**src/rtl/execution_sequencer_if.sv**
```systemverilog
// Execution sequencer bus: run permission, datapath/microcode inputs and
// the program-counter / microcode-ROM control and status outputs.
// The master side is the sequencer; the slave side is the surrounding
// datapath, microcode ROM and status logic.
interface execution_sequencer_if #(
   parameter int OPCODE_WIDTH = 8,
   parameter int UADDR_WIDTH  = 16,
   parameter int ICOUNT_WIDTH = 16
);
   // Inputs to the sequencer
   logic                    enable;
   logic [OPCODE_WIDTH-1:0] opcode;
   logic [UADDR_WIDTH-1:0]  entry_address;
   logic                    finish;
   logic                    jump_flag;

   // Outputs from the sequencer
   logic [UADDR_WIDTH-1:0]  uaddr;
   logic                    urom_read_enable;
   logic                    pc_enable;
   logic                    pc_load_n;
   logic                    halted;
   logic                    fault;
   logic [2:0]              state;
   logic [ICOUNT_WIDTH-1:0] instr_count;

   modport master (
      input  enable, opcode, entry_address, finish, jump_flag,
      output uaddr, urom_read_enable, pc_enable, pc_load_n,
             halted, fault, state, instr_count
   );

   modport slave (
      output enable, opcode, entry_address, finish, jump_flag,
      input  uaddr, urom_read_enable, pc_enable, pc_load_n,
             halted, fault, state, instr_count
   );
endinterface

```
**src/rtl/execution_sequencer.sv**
```systemverilog
// Execution sequencer: steps each instruction through
// FETCH -> DECODE -> EXECUTE -> RETIRE, drives the microcode ROM address and
// read enable, and pulses the program counter enable/load in RETIRE.
// Fetch wait-states, a sticky halt opcode, a runaway-microcode watchdog with
// sticky fault, and a retired-instruction counter are included.
// Every output is decoded from registered state only.
module execution_sequencer #(
   parameter int                      OPCODE_WIDTH      = 8,
   parameter int                      UADDR_WIDTH       = 16,
   parameter int                      FETCH_WAIT_CYCLES = 1,
   parameter logic [OPCODE_WIDTH-1:0] HALT_OPCODE       = {OPCODE_WIDTH{1'b1}},
   parameter int                      MAX_USTEPS        = 64,
   parameter int                      ICOUNT_WIDTH      = 16
) (
   input  logic                   i_clk,
   input  logic                   i_rst,
   execution_sequencer_if.master  io_seq
);

   // A wait-state count below one still spends one cycle in FETCH.
   localparam int FETCH_CYC = (FETCH_WAIT_CYCLES < 1) ? 1 : FETCH_WAIT_CYCLES;
   localparam int WAIT_W    = (FETCH_CYC > 1) ? $clog2(FETCH_CYC) : 1;
   localparam int STEP_W    = (MAX_USTEPS > 1) ? $clog2(MAX_USTEPS) : 1;

   // The wait counter counts down to zero; the step counter counts up to the limit.
   localparam logic [WAIT_W-1:0] WAIT_LOAD = WAIT_W'(FETCH_CYC - 1);
   localparam logic [STEP_W-1:0] STEP_LAST = STEP_W'(MAX_USTEPS - 1);

   typedef enum logic [2:0] {
      ST_IDLE    = 3'd0,
      ST_FETCH   = 3'd1,
      ST_DECODE  = 3'd2,
      ST_EXECUTE = 3'd3,
      ST_RETIRE  = 3'd4,
      ST_HALT    = 3'd5,
      ST_FAULT   = 3'd6
   } state_t;

   state_t                  r_state;
   state_t                  w_state_nxt;
   logic [WAIT_W-1:0]       r_wait;
   logic [WAIT_W-1:0]       w_wait_nxt;
   logic [STEP_W-1:0]       r_step;
   logic [STEP_W-1:0]       w_step_nxt;
   logic [UADDR_WIDTH-1:0]  r_uaddr;
   logic [UADDR_WIDTH-1:0]  w_uaddr_nxt;
   logic                    r_jump;
   logic                    w_jump_nxt;
   logic [ICOUNT_WIDTH-1:0] r_icount;
   logic [ICOUNT_WIDTH-1:0] w_icount_nxt;

   // State register; reset parks the sequencer in IDLE immediately.
   always_ff @(posedge i_clk or posedge i_rst) begin
      if (i_rst) begin
         r_state <= ST_IDLE;
      end else begin
         r_state <= w_state_nxt;
      end
   end

   // Counters, microcode address, captured jump and retired count.
   always_ff @(posedge i_clk or posedge i_rst) begin
      if (i_rst) begin
         r_wait   <= '0;
         r_step   <= '0;
         r_uaddr  <= '0;
         r_jump   <= 1'b0;
         r_icount <= '0;
      end else begin
         r_wait   <= w_wait_nxt;
         r_step   <= w_step_nxt;
         r_uaddr  <= w_uaddr_nxt;
         r_jump   <= w_jump_nxt;
         r_icount <= w_icount_nxt;
      end
   end

   // Next-state and next-value decode; everything holds unless a state acts on it.
   always_comb begin
      w_state_nxt  = r_state;
      w_wait_nxt   = r_wait;
      w_step_nxt   = r_step;
      w_uaddr_nxt  = r_uaddr;
      w_jump_nxt   = r_jump;
      w_icount_nxt = r_icount;

      case (r_state)
         ST_IDLE: begin
            // enable only matters at instruction boundaries (here and RETIRE)
            if (io_seq.enable) begin
               w_state_nxt = ST_FETCH;
               w_wait_nxt  = WAIT_LOAD;
            end
         end

         ST_FETCH: begin
            if (r_wait == '0) begin
               w_state_nxt = ST_DECODE;
            end else begin
               w_wait_nxt = r_wait - 1'b1;
            end
         end

         ST_DECODE: begin
            if (io_seq.opcode == HALT_OPCODE) begin
               w_state_nxt = ST_HALT;
            end else begin
               w_state_nxt = ST_EXECUTE;
               w_uaddr_nxt = io_seq.entry_address;
               w_step_nxt  = '0;
            end
         end

         ST_EXECUTE: begin
            // finish wins over the watchdog limit in the same cycle
            if (io_seq.finish) begin
               w_state_nxt = ST_RETIRE;
               w_jump_nxt  = io_seq.jump_flag;
            end else if (r_step == STEP_LAST) begin
               w_state_nxt = ST_FAULT;
            end else begin
               w_uaddr_nxt = r_uaddr + 1'b1;
               w_step_nxt  = r_step + 1'b1;
            end
         end

         ST_RETIRE: begin
            w_icount_nxt = r_icount + 1'b1;
            if (io_seq.enable) begin
               w_state_nxt = ST_FETCH;
               w_wait_nxt  = WAIT_LOAD;
            end else begin
               w_state_nxt = ST_IDLE;
            end
         end

         ST_HALT,
         ST_FAULT: begin
            // terminal until reset
            w_state_nxt = r_state;
         end

         default: begin
            w_state_nxt = ST_IDLE;
         end
      endcase
   end

   // Moore output decode from registered state.
   always_comb begin
      io_seq.uaddr            = r_uaddr;
      io_seq.urom_read_enable = (r_state == ST_EXECUTE);
      io_seq.pc_enable        = (r_state == ST_RETIRE);
      io_seq.pc_load_n        = ~((r_state == ST_RETIRE) & r_jump);
      io_seq.halted           = (r_state == ST_HALT);
      io_seq.fault            = (r_state == ST_FAULT);
      io_seq.state            = r_state;
      io_seq.instr_count      = r_icount;
   end

endmodule
```
**src/flat_wrapper.sv**
```systemverilog
// flat-port wrapper written by rule: the top's interface ports become plain ports
module execution_sequencer_flat 
#(
   parameter int                      OPCODE_WIDTH      = 8,
   parameter int                      UADDR_WIDTH       = 16,
   parameter int                      FETCH_WAIT_CYCLES = 1,
   parameter logic [OPCODE_WIDTH-1:0] HALT_OPCODE       = {OPCODE_WIDTH{1'b1}},
   parameter int                      MAX_USTEPS        = 64,
   parameter int                      ICOUNT_WIDTH      = 16
)
  (i_clk, i_rst, io_seq_enable, io_seq_opcode, io_seq_entry_address, io_seq_finish, io_seq_jump_flag, io_seq_uaddr, io_seq_urom_read_enable, io_seq_pc_enable, io_seq_pc_load_n, io_seq_halted, io_seq_fault, io_seq_state, io_seq_instr_count);
  execution_sequencer_if #(.OPCODE_WIDTH(OPCODE_WIDTH), .UADDR_WIDTH(UADDR_WIDTH), .ICOUNT_WIDTH(ICOUNT_WIDTH)) io_seq_i ();
  input  logic i_clk;
  input  logic i_rst;
  input wire logic [$bits(io_seq_i.enable)-1:0] io_seq_enable;
  input wire logic [$bits(io_seq_i.opcode)-1:0] io_seq_opcode;
  input wire logic [$bits(io_seq_i.entry_address)-1:0] io_seq_entry_address;
  input wire logic [$bits(io_seq_i.finish)-1:0] io_seq_finish;
  input wire logic [$bits(io_seq_i.jump_flag)-1:0] io_seq_jump_flag;
  output wire logic [$bits(io_seq_i.uaddr)-1:0] io_seq_uaddr;
  output wire logic [$bits(io_seq_i.urom_read_enable)-1:0] io_seq_urom_read_enable;
  output wire logic [$bits(io_seq_i.pc_enable)-1:0] io_seq_pc_enable;
  output wire logic [$bits(io_seq_i.pc_load_n)-1:0] io_seq_pc_load_n;
  output wire logic [$bits(io_seq_i.halted)-1:0] io_seq_halted;
  output wire logic [$bits(io_seq_i.fault)-1:0] io_seq_fault;
  output wire logic [$bits(io_seq_i.state)-1:0] io_seq_state;
  output wire logic [$bits(io_seq_i.instr_count)-1:0] io_seq_instr_count;
  assign io_seq_i.enable = io_seq_enable;
  assign io_seq_i.opcode = io_seq_opcode;
  assign io_seq_i.entry_address = io_seq_entry_address;
  assign io_seq_i.finish = io_seq_finish;
  assign io_seq_i.jump_flag = io_seq_jump_flag;
  assign io_seq_uaddr = io_seq_i.uaddr;
  assign io_seq_urom_read_enable = io_seq_i.urom_read_enable;
  assign io_seq_pc_enable = io_seq_i.pc_enable;
  assign io_seq_pc_load_n = io_seq_i.pc_load_n;
  assign io_seq_halted = io_seq_i.halted;
  assign io_seq_fault = io_seq_i.fault;
  assign io_seq_state = io_seq_i.state;
  assign io_seq_instr_count = io_seq_i.instr_count;
  execution_sequencer #(.OPCODE_WIDTH(OPCODE_WIDTH), .UADDR_WIDTH(UADDR_WIDTH), .FETCH_WAIT_CYCLES(FETCH_WAIT_CYCLES), .HALT_OPCODE(HALT_OPCODE), .MAX_USTEPS(MAX_USTEPS), .ICOUNT_WIDTH(ICOUNT_WIDTH)) u_core (.i_clk(i_clk), .i_rst(i_rst), .io_seq(io_seq_i));
endmodule
```
**config.mk**
```make
export PLATFORM = sky130hd
export DESIGN_NAME = execution_sequencer_flat
export DESIGN_NICKNAME = d
export VERILOG_FILES = /design/src/rtl/execution_sequencer_if.sv /design/src/rtl/execution_sequencer.sv /design/src/flat_wrapper.sv
export SDC_FILE = /design/constraint.sdc
export NUM_CORES = 1
export LEC_CHECK = 0
export ABC_CLOCK_PERIOD_IN_PS = 4800
export CAP_MARGIN = 10
export CORE_AREA = 2 2 72 74
export CTS_CLUSTER_DIAMETER = 50
export CTS_CLUSTER_SIZE = 16
export DETAILED_ROUTE_END_ITERATION = 8
export DIE_AREA = 0 0 74 76
export GPL_ROUTABILITY_DRIVEN = 0
export GPL_TIMING_DRIVEN = 1
export HOLD_SLACK_MARGIN = 0.03
export MAX_ROUTING_LAYER = met4
export PLACE_DENSITY = 0.92
export SLEW_MARGIN = 20
export SYNTH_ARGS = -nofsm -noshare
export SYNTH_HDL_FRONTEND = slang
export SYNTH_SLANG_ARGS = --single-unit
export TNS_END_PERCENT = 1
```
**constraint.sdc**
```tcl
create_clock -name i_clk -period 4.8 [get_ports i_clk]
set_clock_uncertainty 0.1 [all_clocks]
set_input_delay 0.96 -clock i_clk [delete_from_list [all_inputs] [get_ports i_clk]]
set_output_delay 0.96 -clock i_clk [all_outputs]
set_load 0.1 [all_outputs]
```
==> results.tsv, run 1 <==
stage	metric	value	unit
cts	CTS resizes	0	
setup_path	CP required	3.74	ns
setup_path	Critical R2R Capture	u_core.io_seq.uaddr[2]	
setup_path	depth of the worst register-to-register path	4	
die	Starting Density	48.1	%
yosys	Avg Synthesized Cell Area	9.76	um2
yosys	Syn Inst Count	242	
yosys	xor/xnor share of the synthesized area	5.56	%
setup_path	max incr delay on CP	1.23	ns
yosys	EDFF count, synth	0	
drt	vias per cell	5.67	
die	Row Count	26	
global_routing	grt ovf	0	
cts	Hold Buf Count CTS	0	
setup_path	Crit path max-delay family	buffers and inverters	
setup_path	Max stage delay cell, worst path	clkdlybuf4s50_1	
cts	clock-pin slew on the worst setup and hold paths	0.07	ns
worst_hold_path	cell depth of the worst hold path	1	
drt	DRT antenna net count	0	
global_routing	M3 GR Usage	4.10	%
sta	Final Cycle Share	79.1	%
die	die width	74	um
global_routing	antenna violations before repair	0	
yosys	largest family of logic cells by synthesized area	simple AND/OR/NAND/NOR gates	
worst_hold_path	Hold Crit Class	flip-flop to flip-flop	
sta	worst-margin pin slew	0.998	ns
global_routing	Total GRT Usage	20.7	%
sta	RSZ-0062 raised after global routing	false	
worst_hold_path	WHS Endpoint	u_core.io_seq.instr_count[15]	
cts	clock sinks	42	
yosys	Synth Area in Simple Gates	20.5	%
drt	DRT iter0 DRCs	80	
global_routing	number of global-route vias before repair	1966	
setup_path	CP cell instances	nor2b_1, nor2b_1, clkdlybuf4s50_1	
power	peak supply drop	0.518	mV
yosys	top-area cell type share of the netlist area	44.5	%
yosys	multiplexer share of the synthesized area	3.07	%
drt	First-pass DRT Iterations	4	
yosys	Netlist cell types	44	
drt	# DRC	0	
cts	CTS Root Cell	clkbuf_8	
yosys	Syn Nets	274	
cts	TritonCTS clock tree	built	
sta	worst rel slew slack	33.2	%
yosys	Synth Area in Compound Gates	20.2	%
yosys	post-synthesis sequential area ratio	44.5	%
yosys	Post-synth ARST share	100	%
worst_hold_path	Hold Startpoint	u_core.io_seq.instr_count[15]	
yosys	adder-cell share of the synthesized area	1.59	%
drt	Routed WL	5420	um
power	Tot Pwr	2360	uW
setup_path	Bufs and invs on worst path	1	
yosys	cell taking the most area after synthesis	dfrtp_1	
global_routing	GR met1 Demand/Resource	27.7	%
die	I/O Pins	69	
yosys	synth top area cells	dfrtp_1 (45%), a2bb2oi_1 (5.2%), a21oi_1 (4.7%), xnor2_1 (3.7%), nand2_1 (3.5%)	
yosys	Post-synth top cells	dfrtp_1 (42), a21oi_1 (22), nand2_1 (22)	
die	core area	4910	um2
setup_path	critical path class	flip-flop to primary output	
setup_path	CP arrival	2.74	ns
cts	Worst-Skew Late Latency	0.29	ns
sta	# setup viols final	0	
sta	Pins Over Slew Limit	0	
drt	routed via count	2119	
global_routing	largest net degree at the start of global routing	43	
setup_path	CP Capture Type	primary output	
yosys	most frequent cell after synthesis	dfrtp_1	
global_routing	first-pass GRT wire length	9110	um
global_routing	grt peak-use layer	met2	
cts	clk buf depth	2	
place	number of I/O port buffers	68	
sta	post-route minimum period	3.80	ns
setup_path	CP max FO	10	
yosys	ys flop type	dfrtp_1	
cells_and_area	Ant. Diodes	0	
power	Pwr Density	753	nW/um2
global_routing	grt met2 use	32.5	%
cts	total CTS buffers	5	
yosys	Post-Syn Area	2360	um2
die	Die Footprint	5620	um2
power	LEAKAGE	0.00132	uW
cells_and_area	share of cells above drive strength 1	6.25	%
yosys	YS warnings	0	
drt	DR WL/cell	14.5	um
setup_path	flop-to-flop setup slack	2.52	ns
sta	setup TNS	0	ns
setup_path	most used cell, CP	nor2b_1	
cells_and_area	nets	336	
die	Die Ht	76	um
sta	fmax	263	MHz
yosys	#FFs+latches synth	42	
cts	postcts setup bufs	0	
setup_path	type of origin of the critical path	flip-flop	
run_status	outcome	complete, no violations	
cells_and_area	area grow syn2layout	32.9	%
place	hpwl dp	3790	um
sta	Final Hold Viols	0	
setup_path	RR Startpoint	u_core.io_seq.state[0]	
cts	level count of the clock H-tree	2	
flow_run	MaxCap Viol Count	0	
[report_power, final]
part           switching (uW)  internal, uW  total (uW)  leakage, uW
Sequential                162           463         626     0.000529
Clock                     114           100         214    0.0000383
Combinational            1080           446        1520     0.000749
[how the worst max path moves through the flow]
stage | endpoint | depth (start not counted) | slack, ns | from
after floorplan | io_seq_pc_load_n | 4 | 1.11 | u_core.io_seq.state[2]
after global placement | io_seq_pc_enable | 3 | 1.41 | u_core.io_seq.state[2]
after detailed placement | io_seq_pc_enable | 3 | 1.34 | u_core.io_seq.state[2]
after CTS | io_seq_pc_enable | 3 | 0.99 | u_core.io_seq.state[2]
after global routing | io_seq_pc_enable | 3 | 0.83 | u_core.io_seq.state[2]
final | io_seq_pc_enable | 3 | 1.00 | u_core.io_seq.state[2]
[cell type report]
| cell class | count | area [um2] |
|---|---|---|
| Tap cell | 70 | 87.6 |
| Clock buffer | 7 | 76.3 |
| Inverter | 5 | 18.8 |
| Sequential cell | 42 | 1050 |
| Timing Repair Buffer | 71 | 701 |
| Fill cell | 374 | 1780 |
| Multi-Input combinational cell | 179 | 1200 |
[cells in the final DEF, fill, tap and decap left out, types with 2 or more instances in the layout]
cell,instances
nor4_2,2
dfrtp_1,42
o22ai_1,7
ha_1,3
xnor2_1,10
clkbuf_1,2
nand2_1,22
nor2_1,12
clkbuf_8,5
a31oi_1,7
a21oi_1,22
nand4_1,7
mux2i_1,5
xor2_1,5
nor3b_1,2
nor2b_1,2
o21ai_0,8
clkdlybuf4s50_1,67
buf_4,4
a2bb2oi_1,14
and3_1,7
inv_1,5
nand3_1,15
and4_1,6
a22oi_1,2
o31ai_1,2
mux2_2,2
[routing by layer]
layer	share of wire [%]	wire, um
met1	45	2460
met5	0	0
met4	1.1	59
met2	48	2590
met3	5.7	307
[kinds of logic after synthesis]
family	after synthesis
and+or+nand+nor	83
muxes	7
buffers and inverters	21
xor gates and xnor gates	15
AOI/OAI and AO/OA	71
adders and majority gates	3
DFF	42
[sequential cells by signal, indices dropped and copies added (netlist names)]
name	cells
u_core.r_step	6
u_core.io_seq.state	3
u_core.io_seq.instr_count	16
u_core.io_seq.uaddr	16
u_core.r_jump	1
[per-stage QoR]
| step | hold WS [ns] | cells | cell area [um2] | setup WS (ns) | util [%] |
|---|---|---|---|---|---|
| 2_1_floorplan | 0.356 | 242 | 2360 | 1.11 | - |
| 3_3_place_gp | 0.364 | 367 | 3060 | 1.41 | 62.3 |
| 3_5_place_dp | 0.370 | 367 | 3060 | 1.34 | 62.3 |
| 4_1_cts | 0.380 | 374 | 3140 | 0.994 | 63.9 |
| 5_1_grt | 0.400 | 374 | 3140 | 0.827 | 63.9 |
| 6_report | 0.370 | 374 | 3140 | 1.00 | 63.9 |
[worst reg2reg max path: stages, from the launching register on]
cell and delay, ns:
dfrtp_1 0.60, nand3b_4 0.30, a311o_4 0.58, nand2_1 0.42
a2bb2oi_1 0.13
Note: power is estimated with default switching activity, not from simulation.
==> run 2, diff against run 1 <==
--- a/config.mk
+++ b/config.mk
@@ -5,18 +5,18 @@
 export SDC_FILE = /design/constraint.sdc
 export NUM_CORES = 1
 export LEC_CHECK = 0
-export ABC_CLOCK_PERIOD_IN_PS = 4800
+export ABC_CLOCK_PERIOD_IN_PS = 3070
 export CAP_MARGIN = 10
-export CORE_AREA = 2 2 72 74
+export CORE_AREA = 2 2 78 80
 export CTS_CLUSTER_DIAMETER = 50
 export CTS_CLUSTER_SIZE = 16
 export DETAILED_ROUTE_END_ITERATION = 8
-export DIE_AREA = 0 0 74 76
+export DIE_AREA = 0 0 80 82
 export GPL_ROUTABILITY_DRIVEN = 0
 export GPL_TIMING_DRIVEN = 1
 export HOLD_SLACK_MARGIN = 0.03
 export MAX_ROUTING_LAYER = met4
-export PLACE_DENSITY = 0.92
+export PLACE_DENSITY = 0.84
 export SLEW_MARGIN = 20
 export SYNTH_ARGS = -nofsm -noshare
 export SYNTH_HDL_FRONTEND = slang
==> constraint.sdc (replaced) <==
create_clock -name i_clk -period 3.07 [get_ports i_clk]
set_clock_uncertainty 0.1 [all_clocks]
set_input_delay 0.614 -clock i_clk [delete_from_list [all_inputs] [get_ports i_clk]]
set_output_delay 0.614 -clock i_clk [all_outputs]
set_load 0.1 [all_outputs]
==> run 2 against run 1 <==
Sequential cell count did not move; utilization down 10 points; final area down 1.7%; clock-buffer cell count up 1; sequential share of layout area increased by 0.63 points; global-route usage fell by 1.9 points; register-to-register slack worse by 1.8 ns; largest cell class unchanged; largest power group unchanged; highest routed layer unchanged.
==> results.tsv, run 2 (same netlist as run 1, synthesis figures left out) <==
stage	metric	value	unit	change
setup_path	flop-to-flop setup slack	0.76	ns	-1.76 ns
cts	total CTS buffers	5		unchanged
setup_path	RR Startpoint	u_core.io_seq.state[1]		
drt	routed via count	2159		+1.9%
setup_path	CP required	2.36	ns	-1.38 ns
worst_hold_path	Hold Crit Class	flip-flop to flip-flop		
sta	# setup viols final	0		unchanged
cts	clock-pin slew on the worst setup and hold paths	0.07	ns	about the same
die	Die Footprint	6560	um2	+17%
die	I/O Pins	69		unchanged
setup_path	CP arrival	1.74	ns	-1.00 ns
cells_and_area	register area	1050	um2	+0.12%
cts	clk buf depth	2		unchanged
global_routing	first-pass GRT wire length	9440	um	+3.6%
cts	level count of the clock H-tree	2		unchanged
place	number of I/O port buffers	68		unchanged
sta	Final Cycle Share	79.8	%	
drt	DRT antenna net count	0		unchanged
global_routing	largest net degree at the start of global routing	43		unchanged
cts	Hold Buf Count CTS	0		unchanged
cts	Worst-Skew Late Latency	0.29	ns	about the same
cells_and_area	# fillers	548		+47%
sta	RSZ-0062 raised after global routing	false		
power	peak supply drop	1.04	mV	+100%
setup_path	CP Capture Type	primary output		
cells_and_area	commonest non-fill, non-tap cell in the layout	buf_4		
power	LEAKAGE	0.00138	uW	+4.7%
power	Tot Pwr	3690	uW	+56%
cts	TritonCTS clock tree	built		
setup_path	Bufs and invs on worst path	2		+1
flow_run	MaxCap Viol Count	0		unchanged
global_routing	number of global-route vias before repair	2004		+1.9%
drt	First-pass DRT Iterations	4		unchanged
drt	DRT iter0 DRCs	102		+28%
cells_and_area	share of cells above drive strength 1	19.6	%	+13 points
die	Die Ht	82	um	+7.9%
setup_path	max incr delay on CP	0.60	ns	-0.63 ns
sta	worst rel slew slack	64.3	%	+31 points
setup_path	Max stage delay cell, worst path	dfrtp_1		
sta	worst-margin pin slew	0.535	ns	-0.463 ns
setup_path	Critical R2R Capture	u_core.io_seq.uaddr[14]		
run_status	outcome	complete, no violations		
drt	# DRC	0		unchanged
setup_path	type of origin of the critical path	flip-flop		
die	core area	5750	um2	+17%
sta	WHS	0.390	ns	+0.0202 ns
cells_and_area	Ant. Diodes	0		unchanged
setup_path	Crit path max-delay family	flip-flops		
sta	post-route minimum period	2.45	ns	
cells_and_area	footprint of the multi-input gates	1200	um2	unchanged
setup_path	depth of the worst register-to-register path	4		unchanged
worst_hold_path	WHS Endpoint	u_core.io_seq.instr_count[15]		
setup_path	CP startpoint	u_core.io_seq.state[1]		
drt	vias per cell	5.67		about the same
setup_path	critical path class	flip-flop to primary output		
die	die width	80	um	+8.1%
cts	postcts setup bufs	0		unchanged
cts	clock sinks	42		unchanged
cells_and_area	most frequent cells in the layout	buf_4 (42), dfrtp_1 (41), clkdlybuf4s50_1 (28)		
cells_and_area	area grow syn2layout	30.6	%	
cells_and_area	Post-Route Utilization	53.7	%	-10 points
setup_path	CP cell instances	nor2b_1, nor2b_1, buf_4, nand2_1, buf_4		
cts	CTS resizes	0		unchanged
global_routing	antenna violations before repair	0		unchanged
power	Pwr Density	1200	nW/um2	+59%
place	hpwl dp	4030	um	+6.5%
global_routing	grt ovf	0		unchanged
sta	Pins Over Slew Limit	0		unchanged
sta	fmax	408	MHz	
worst_hold_path	cell depth of the worst hold path	1		unchanged
cells_and_area	nets	337		+0.30%
cts	CTS Root Cell	clkbuf_8		
global_routing	Total GRT Usage	18.8	%	-1.9 points
setup_path	CP max FO	12		+2
drt	Routed WL	5690	um	+5.1%
sta	setup TNS	0	ns	unchanged
drt	DR WL/cell	14.9	um	+3.2%
sta	Final Hold Viols	0		unchanged
die	Row Count	28		+7.7%
die	Starting Density	41.1	%	-7.0 points
worst_hold_path	Hold Startpoint	u_core.io_seq.instr_count[15]		
## run 2: through the flow
stage               area (um2)  instances  setup slack [ns]
floorplan                 2360        242            -0.208
global placement          3000        373             0.692
detailed placement        3000        373             0.626
CTS                       3080        381             0.590
global route              3080        381             0.476
finish                    3080        381             0.619
## run 2: worst max-delay path by stage
stage | cells past startpoint | slack, ns | to
after global routing | 5 | 0.48 | io_seq_pc_load_n
after floorplan | 3 | -0.21 | io_seq_fault
after global placement | 6 | 0.69 | u_core.io_seq.uaddr[4]
after CTS | 5 | 0.59 | io_seq_pc_load_n
final | 5 | 0.62 | io_seq_pc_load_n
after detailed placement | 6 | 0.63 | u_core.io_seq.uaddr[2]
## run 2: area by class of cell
| cell class | instances | area share (%) |
|---|---|---|
| clock buffer | 8 | 2.60 |
| inverter | 5 | 0.609 |
| multi-input combinational | 179 | 39.0 |
| sequential | 42 | 34.1 |
| tap | 75 | 3.04 |
| timing repair buffer | 72 | 20.6 |
## run 2: layer usage
layer	vias up	GRT usage, %	part of all wire, %
met5	-	-	0
met4	0	4.58	0.26
met3	2	4.29	5.7
met2	66	32.3	52
met1	1065	22.7	42
li1	1026	-	-
## run 2: report_power, final
part           total (uW)  switching, uW  internal (uW)
Clock                 338            176            162
Sequential            989            263            725
Combinational        2360           1690            668
Total                3690           2130           1550
==> run 3, diff against run 2 <==
--- a/config.mk
+++ b/config.mk
@@ -5,7 +5,7 @@
 export SDC_FILE = /design/constraint.sdc
 export NUM_CORES = 1
 export LEC_CHECK = 0
-export ABC_CLOCK_PERIOD_IN_PS = 3070
+export ABC_CLOCK_PERIOD_IN_PS = 2150
 export CAP_MARGIN = 10
 export CORE_AREA = 2 2 78 80
 export CTS_CLUSTER_DIAMETER = 50
==> constraint.sdc (replaced) <==
create_clock -name i_clk -period 2.15 [get_ports i_clk]
set_clock_uncertainty 0.1 [all_clocks]
set_input_delay 0.43 -clock i_clk [delete_from_list [all_inputs] [get_ports i_clk]]
set_output_delay 0.43 -clock i_clk [all_outputs]
set_load 0.1 [all_outputs]
==> run 3 against run 2 <==
Non-clock buffer count increased by 8; sequential cell count stayed put; global-route usage is 0.92 points higher; sequential power up 43%; total power grew 54%; first-iteration DRC count rose by 29%; critical path type unchanged; largest power group unchanged; highest routed layer unchanged.
==> results.tsv, run 3 (same netlist as run 1, synthesis figures left out) <==
stage	metric	value	unit	change
cells_and_area	Final Instance Area	3330	um2	+8.0%
setup_path	Max stage delay cell, worst path	dfrtp_2		
sta	RSZ-0062 raised after global routing	true		
setup_path	CP arrival	1.56	ns	-0.18 ns
setup_path	critical path class	flip-flop to primary output		
die	Starting Density	41.1	%	unchanged
drt	routed via count	2158		-0.046%
flow_run	MaxCap Viol Count	0		unchanged
run_status	outcome	complete, no violations		
cts	clock-pin slew on the worst setup and hold paths	0.08	ns	about the same
place	hpwl dp	4360	um	+8.1%
cts	CTS Root Cell	clkbuf_8		
die	die width	80	um	unchanged
cells_and_area	commonest non-fill, non-tap cell in the layout	dfrtp_1		
sta	Final Hold Viols	0		unchanged
setup_path	RR Startpoint	u_core.r_step[0]		
die	I/O Pins	69		unchanged
global_routing	grt ovf	0		unchanged
place	placement-stage cell area	3220	um2	+7.4%
cts	level count of the clock H-tree	2		unchanged
global_routing	first-pass GRT wire length	9850	um	+4.4%
sta	worst rel slew slack	63.3	%	-1.1 points
setup_path	max incr delay on CP	0.51	ns	-0.09 ns
worst_hold_path	cell depth of the worst hold path	1		unchanged
cells_and_area	Post-Route Utilization	57.9	%	+4.3 points
cts	Worst-Skew Late Latency	0.29	ns	about the same
drt	DR WL/cell	15.0	um	+0.61%
worst_hold_path	Hold Crit Class	flip-flop to flip-flop		
cts	clk buf depth	2		unchanged
cells_and_area	nets	345		+2.4%
drt	DRT iter0 DRCs	132		+29%
global_routing	largest net degree at the start of global routing	43		unchanged
sta	worst-margin pin slew	0.551	ns	+0.0160 ns
global_routing	Total GRT Usage	19.7	%	+0.92 points
setup_path	depth of the worst register-to-register path	6		+2
cts	TritonCTS clock tree	built		
cells_and_area	Ant. Diodes	0		unchanged
sta	Final Cycle Share	97.3	%	
die	core area	5750	um2	unchanged
worst_hold_path	WHS Endpoint	u_core.io_seq.instr_count[15]		
die	Die Footprint	6560	um2	unchanged
sta	# setup viols final	0		unchanged
cells_and_area	most frequent cells in the layout	dfrtp_1 (39), buf_4 (38), clkdlybuf4s50_1 (28)		
cells_and_area	share of cells above drive strength 1	24.5	%	+4.9 points
cts	total CTS buffers	5		unchanged
power	LEAKAGE	0.00148	uW	+7.4%
drt	vias per cell	5.55		-2.1%
setup_path	flop-to-flop setup slack	0.11	ns	-0.65 ns
setup_path	CP Capture Type	primary output		
drt	# DRC	0		unchanged
setup_path	CP max FO	12		unchanged
worst_hold_path	Hold Startpoint	u_core.io_seq.instr_count[15]		
sta	Pins Over Slew Limit	0		unchanged
place	number of I/O port buffers	68		unchanged
power	Pwr Density	1700	nW/um2	+42%
setup_path	type of origin of the critical path	flip-flop		
setup_path	CP required	1.62	ns	-0.74 ns
setup_path	CP cell instances	nor2b_2, nor2b_1, buf_4, nand2_4, buf_12		
setup_path	Critical R2R Capture	u_core.io_seq.uaddr[14]		
sta	fmax	478	MHz	
cells_and_area	area grow syn2layout	41.0	%	
drt	First-pass DRT Iterations	4		unchanged
sta	post-route minimum period	2.09	ns	
power	peak supply drop	1.37	mV	+31%
drt	DRT antenna net count	0		unchanged
die	Die Ht	82	um	unchanged
sta	setup TNS	0	ns	unchanged
global_routing	number of global-route vias before repair	2127		+6.1%
die	Row Count	28		unchanged
global_routing	antenna violations before repair	0		unchanged
drt	Routed WL	5850	um	+2.7%
cts	clock sinks	42		unchanged
-- run 3: cell types whose count changed in the layout (fill, tap and decap cells not counted), sizes merged --
cell / previous run / this run
clkinv: 0 / 1
clkinvlp: 0 / 1
buf: 44 / 52
inv: 5 / 4
clkbuf: 8 / 7
-- run 3: worst max path at each step --
| stage | cells after the start | slack, ns | startpoint | end |
|---|---|---|---|---|
| 2_1_floorplan | 5 | -0.15 | u_core.io_seq.state[0] | io_seq_urom_read_enable |
| 3_3_place_gp | 5 | 0.15 | u_core.r_step[0] | u_core.io_seq.uaddr[0] |
| 3_5_place_dp | 5 | 0.11 | u_core.r_step[0] | u_core.io_seq.uaddr[0] |
| 4_1_cts | 6 | 0.02 | u_core.r_step[0] | u_core.io_seq.uaddr[14] |
| 5_1_grt | 5 | -0.05 | u_core.io_seq.state[1] | io_seq_pc_load_n |
| 6_report | 5 | 0.06 | u_core.io_seq.state[1] | io_seq_pc_load_n |
-- run 3: timing repair --
item | CTS | global route
resized for setup | 1 | 1
buffers inserted | 1 | 0
cloned | 0 | 0
endpoints found under the setup margin | 1 | 5
hold buffers | 0 | 0
hold endpoints to repair | 0 | 0
pin swaps | 0 | 1
-- run 3: metal layers --
metal | wire length [um] | GRT usage [%] | up-vias | share of wire, %
met2 | 3040 | 34.4 | 71 | 52
li1 | - | - | 1042 | -
met5 | 0 | - | - | 0
met3 | 287 | 4.18 | 15 | 4.9
met4 | 101 | 6.61 | 0 | 1.7
met1 | 2420 | 22.7 | 1030 | 41
-- run 3: worst max-delay path: cells and delay by family (launching register included) --
| kind | cells | cell delay, ns |
|---|---|---|
| buffers and inverters | 2 | 0.35 |
| DFF | 1 | 0.51 |
| and+or+nand+nor | 3 | 0.40 |
-- run 3: power breakdown --
| group | switching, uW | internal (uW) |
|---|---|---|
| clock network | 263 | 259 |
| registers | 366 | 1040 |
| logic | 2500 | 1240 |
| total | 3130 | 2540 |
-- run 3: cell type report --
type | count | area (um2)
Inverter | 5 | 22.5
Multi-Input combinational cell | 179 | 1220
Clock buffer | 7 | 86.3
Clock inverter | 1 | 5.00
Timing Repair Buffer | 80 | 846
Fill cell | 492 | 2420
Sequential cell | 42 | 1050
Tap cell | 75 | 93.8
-- run 3: through the flow --
stage / cells / setup slack [ns] / hold WS (ns) / total power, uW
after floorplan: 242 / -0.150 / 0.356 / 4110
after global placement: 380 / 0.152 / 0.362 / 5080
after detailed placement: 380 / 0.107 / 0.384 / 5140
after CTS: 389 / 0.0159 / 0.398 / 5700
after global routing: 389 / -0.0533 / 0.412 / 5980
final: 389 / 0.0581 / 0.389 / 5670
==> edit (flow settings as in run 2) <==
`UADDR_WIDTH` is set to 16 in 3 places; all go to 18.
--- a/src/rtl/execution_sequencer_if.sv
+++ b/src/rtl/execution_sequencer_if.sv
@@ -4,7 +4,7 @@
 // datapath, microcode ROM and status logic.
 interface execution_sequencer_if #(
    parameter int OPCODE_WIDTH = 8,
-   parameter int UADDR_WIDTH  = 16,
+   parameter int UADDR_WIDTH  = 18,
    parameter int ICOUNT_WIDTH = 16
 );
    // Inputs to the sequencer
--- a/src/rtl/execution_sequencer.sv
+++ b/src/rtl/execution_sequencer.sv
@@ -6,7 +6,7 @@
 // Every output is decoded from registered state only.
 module execution_sequencer #(
    parameter int                      OPCODE_WIDTH      = 8,
-   parameter int                      UADDR_WIDTH       = 16,
+   parameter int                      UADDR_WIDTH       = 18,
    parameter int                      FETCH_WAIT_CYCLES = 1,
    parameter logic [OPCODE_WIDTH-1:0] HALT_OPCODE       = {OPCODE_WIDTH{1'b1}},
    parameter int                      MAX_USTEPS        = 64,
--- a/src/flat_wrapper.sv
+++ b/src/flat_wrapper.sv
@@ -2,7 +2,7 @@
 module execution_sequencer_flat 
 #(
    parameter int                      OPCODE_WIDTH      = 8,
-   parameter int                      UADDR_WIDTH       = 16,
+   parameter int                      UADDR_WIDTH       = 18,
    parameter int                      FETCH_WAIT_CYCLES = 1,
    parameter logic [OPCODE_WIDTH-1:0] HALT_OPCODE       = {OPCODE_WIDTH{1'b1}},
    parameter int                      MAX_USTEPS        = 64,
Ports: changed (resized io_seq_entry_address and io_seq_uaddr); port bits go from 69 to 73. No check against the original RTL was run, so the function may have changed too.
==> edit against run 2 <==
- register-to-register slack improved by 0.24 ns
- critical path depth fell by 1
- sequential cell count is 2 higher
- wire length grew 14%
- sequential share of layout area decreased by 1.8 points
- worst setup slack got worse by 0.13 ns
- cell area increased by 10%
- non-clock buffer count rose by 6
- area after synthesis grew 6.9%
- first-iteration DRC count increased by 67%
- fmax down 5.0%
- final cell count increased by 8.1%
Power is left out: the tool's default activity adds up to more than one toggle a clock period on the data nets, which glitch-free logic cannot reach.
==> edit: results (changes against run 2) <==
top cells by area, synth dfrtp_1, o21ai_0, xnor2_1; global-route wire length before repair 10700 microns (+13%); status complete, no violations; share of cells above drive strength 1 21.4% (+1.8 points); wire per inst 15.8 microns (+5.7%); Synthesis Warnings 0 (unchanged); Worst EP arrival 1.87 ns (+0.13 ns); Clock transition at path regs 0.09 ns (+0.02 ns); syn_nets 301 (+9.9%); sequential fraction of the synthesis area 43.6% (-0.91 points); top post-synthesis cells by count dfrtp_1, nand2_1, o21ai_0; crit-path leading delay family simple AND/OR/NAND/NOR gates; gr usage total 21.1% (+2.3 points); reg2reg setup slack 1.00 ns (+0.24 ns); Fillers 505 (-7.8%); vias in the first global route 2327 (+16%); Vias/cell 5.89 (+4.0%); largest net degree at the start of global routing 45 (+4.7%); DP Wirelength 4710 microns (+17%); 1st-iter DRT viols 170 (+67%); Netlist cell types 55 (+25%); hold_ws 0.402 ns (+0.0123 ns); I/O Buffers 72 (+5.9%); fin nets 370 (+9.8%); slew margin rel. 63.0% (-1.3 points)
==> edit: layout make-up <==
type                            count  area [sq um]  area share, %
Timing Repair Buffer               78           698           20.5
Tap cell                           75          93.8           2.76
Sequential cell                    44          1100           32.3
Clock buffer                        5          68.8           2.02
Multi-Input combinational cell    200          1320           38.9
Inverter                            7          30.0          0.882
Clock inverter                      3          90.1           2.65
==> edit: cells by family after synthesis <==
group	count (synthesis)	synth area share, %
mux	3	1.29
compound gates	80	21.6
buf+inv	23	4.36
fa+ha+maj	3	1.49
xor+xnor	16	5.55
simple gates	98	22.1
flops	44	43.6
==> edit: per-layer routing <==
| metal | up-vias | routed length [microns] | GRT usage, % |
|---|---|---|---|
| met2 | 116 | 3110 | 34.9 |
| met5 | - | 0 | - |
| met4 | 0 | 63 | 5.93 |
| li1 | 1148 | - | - |
| met3 | 6 | 583 | 4.29 |
| met1 | 1157 | 2750 | 26.4 |
==> edit: worst paths after layout <==
path                                                    start                            end  cells past startpoint
min in group asynchronous                               i_rst  u_core.io_seq.instr_count[12]                      3
worst min register to register  u_core.io_seq.instr_count[15]  u_core.io_seq.instr_count[15]                      1
worst max register to register         u_core.io_seq.state[1]         u_core.io_seq.uaddr[0]                      4
worst max-delay path                   u_core.io_seq.state[0]               io_seq_pc_load_n                      4
worst min-delay path            u_core.io_seq.instr_count[15]  u_core.io_seq.instr_count[15]                      1
max in group asynchronous                               i_rst               u_core.r_step[4]                      3
==> edit: per-stage QoR <==
stage | util (%) | worst slack (ns) | cell area (sq um) | instances
after floorplan | - | -0.202 | 2540 | 267
after global placement | 56.5 | 0.486 | 3250 | 404
after detailed placement | 56.5 | 0.433 | 3250 | 404
after CTS | 59.3 | 0.468 | 3410 | 412
after global routing | 59.3 | 0.397 | 3410 | 412
final | 59.3 | 0.491 | 3410 | 412
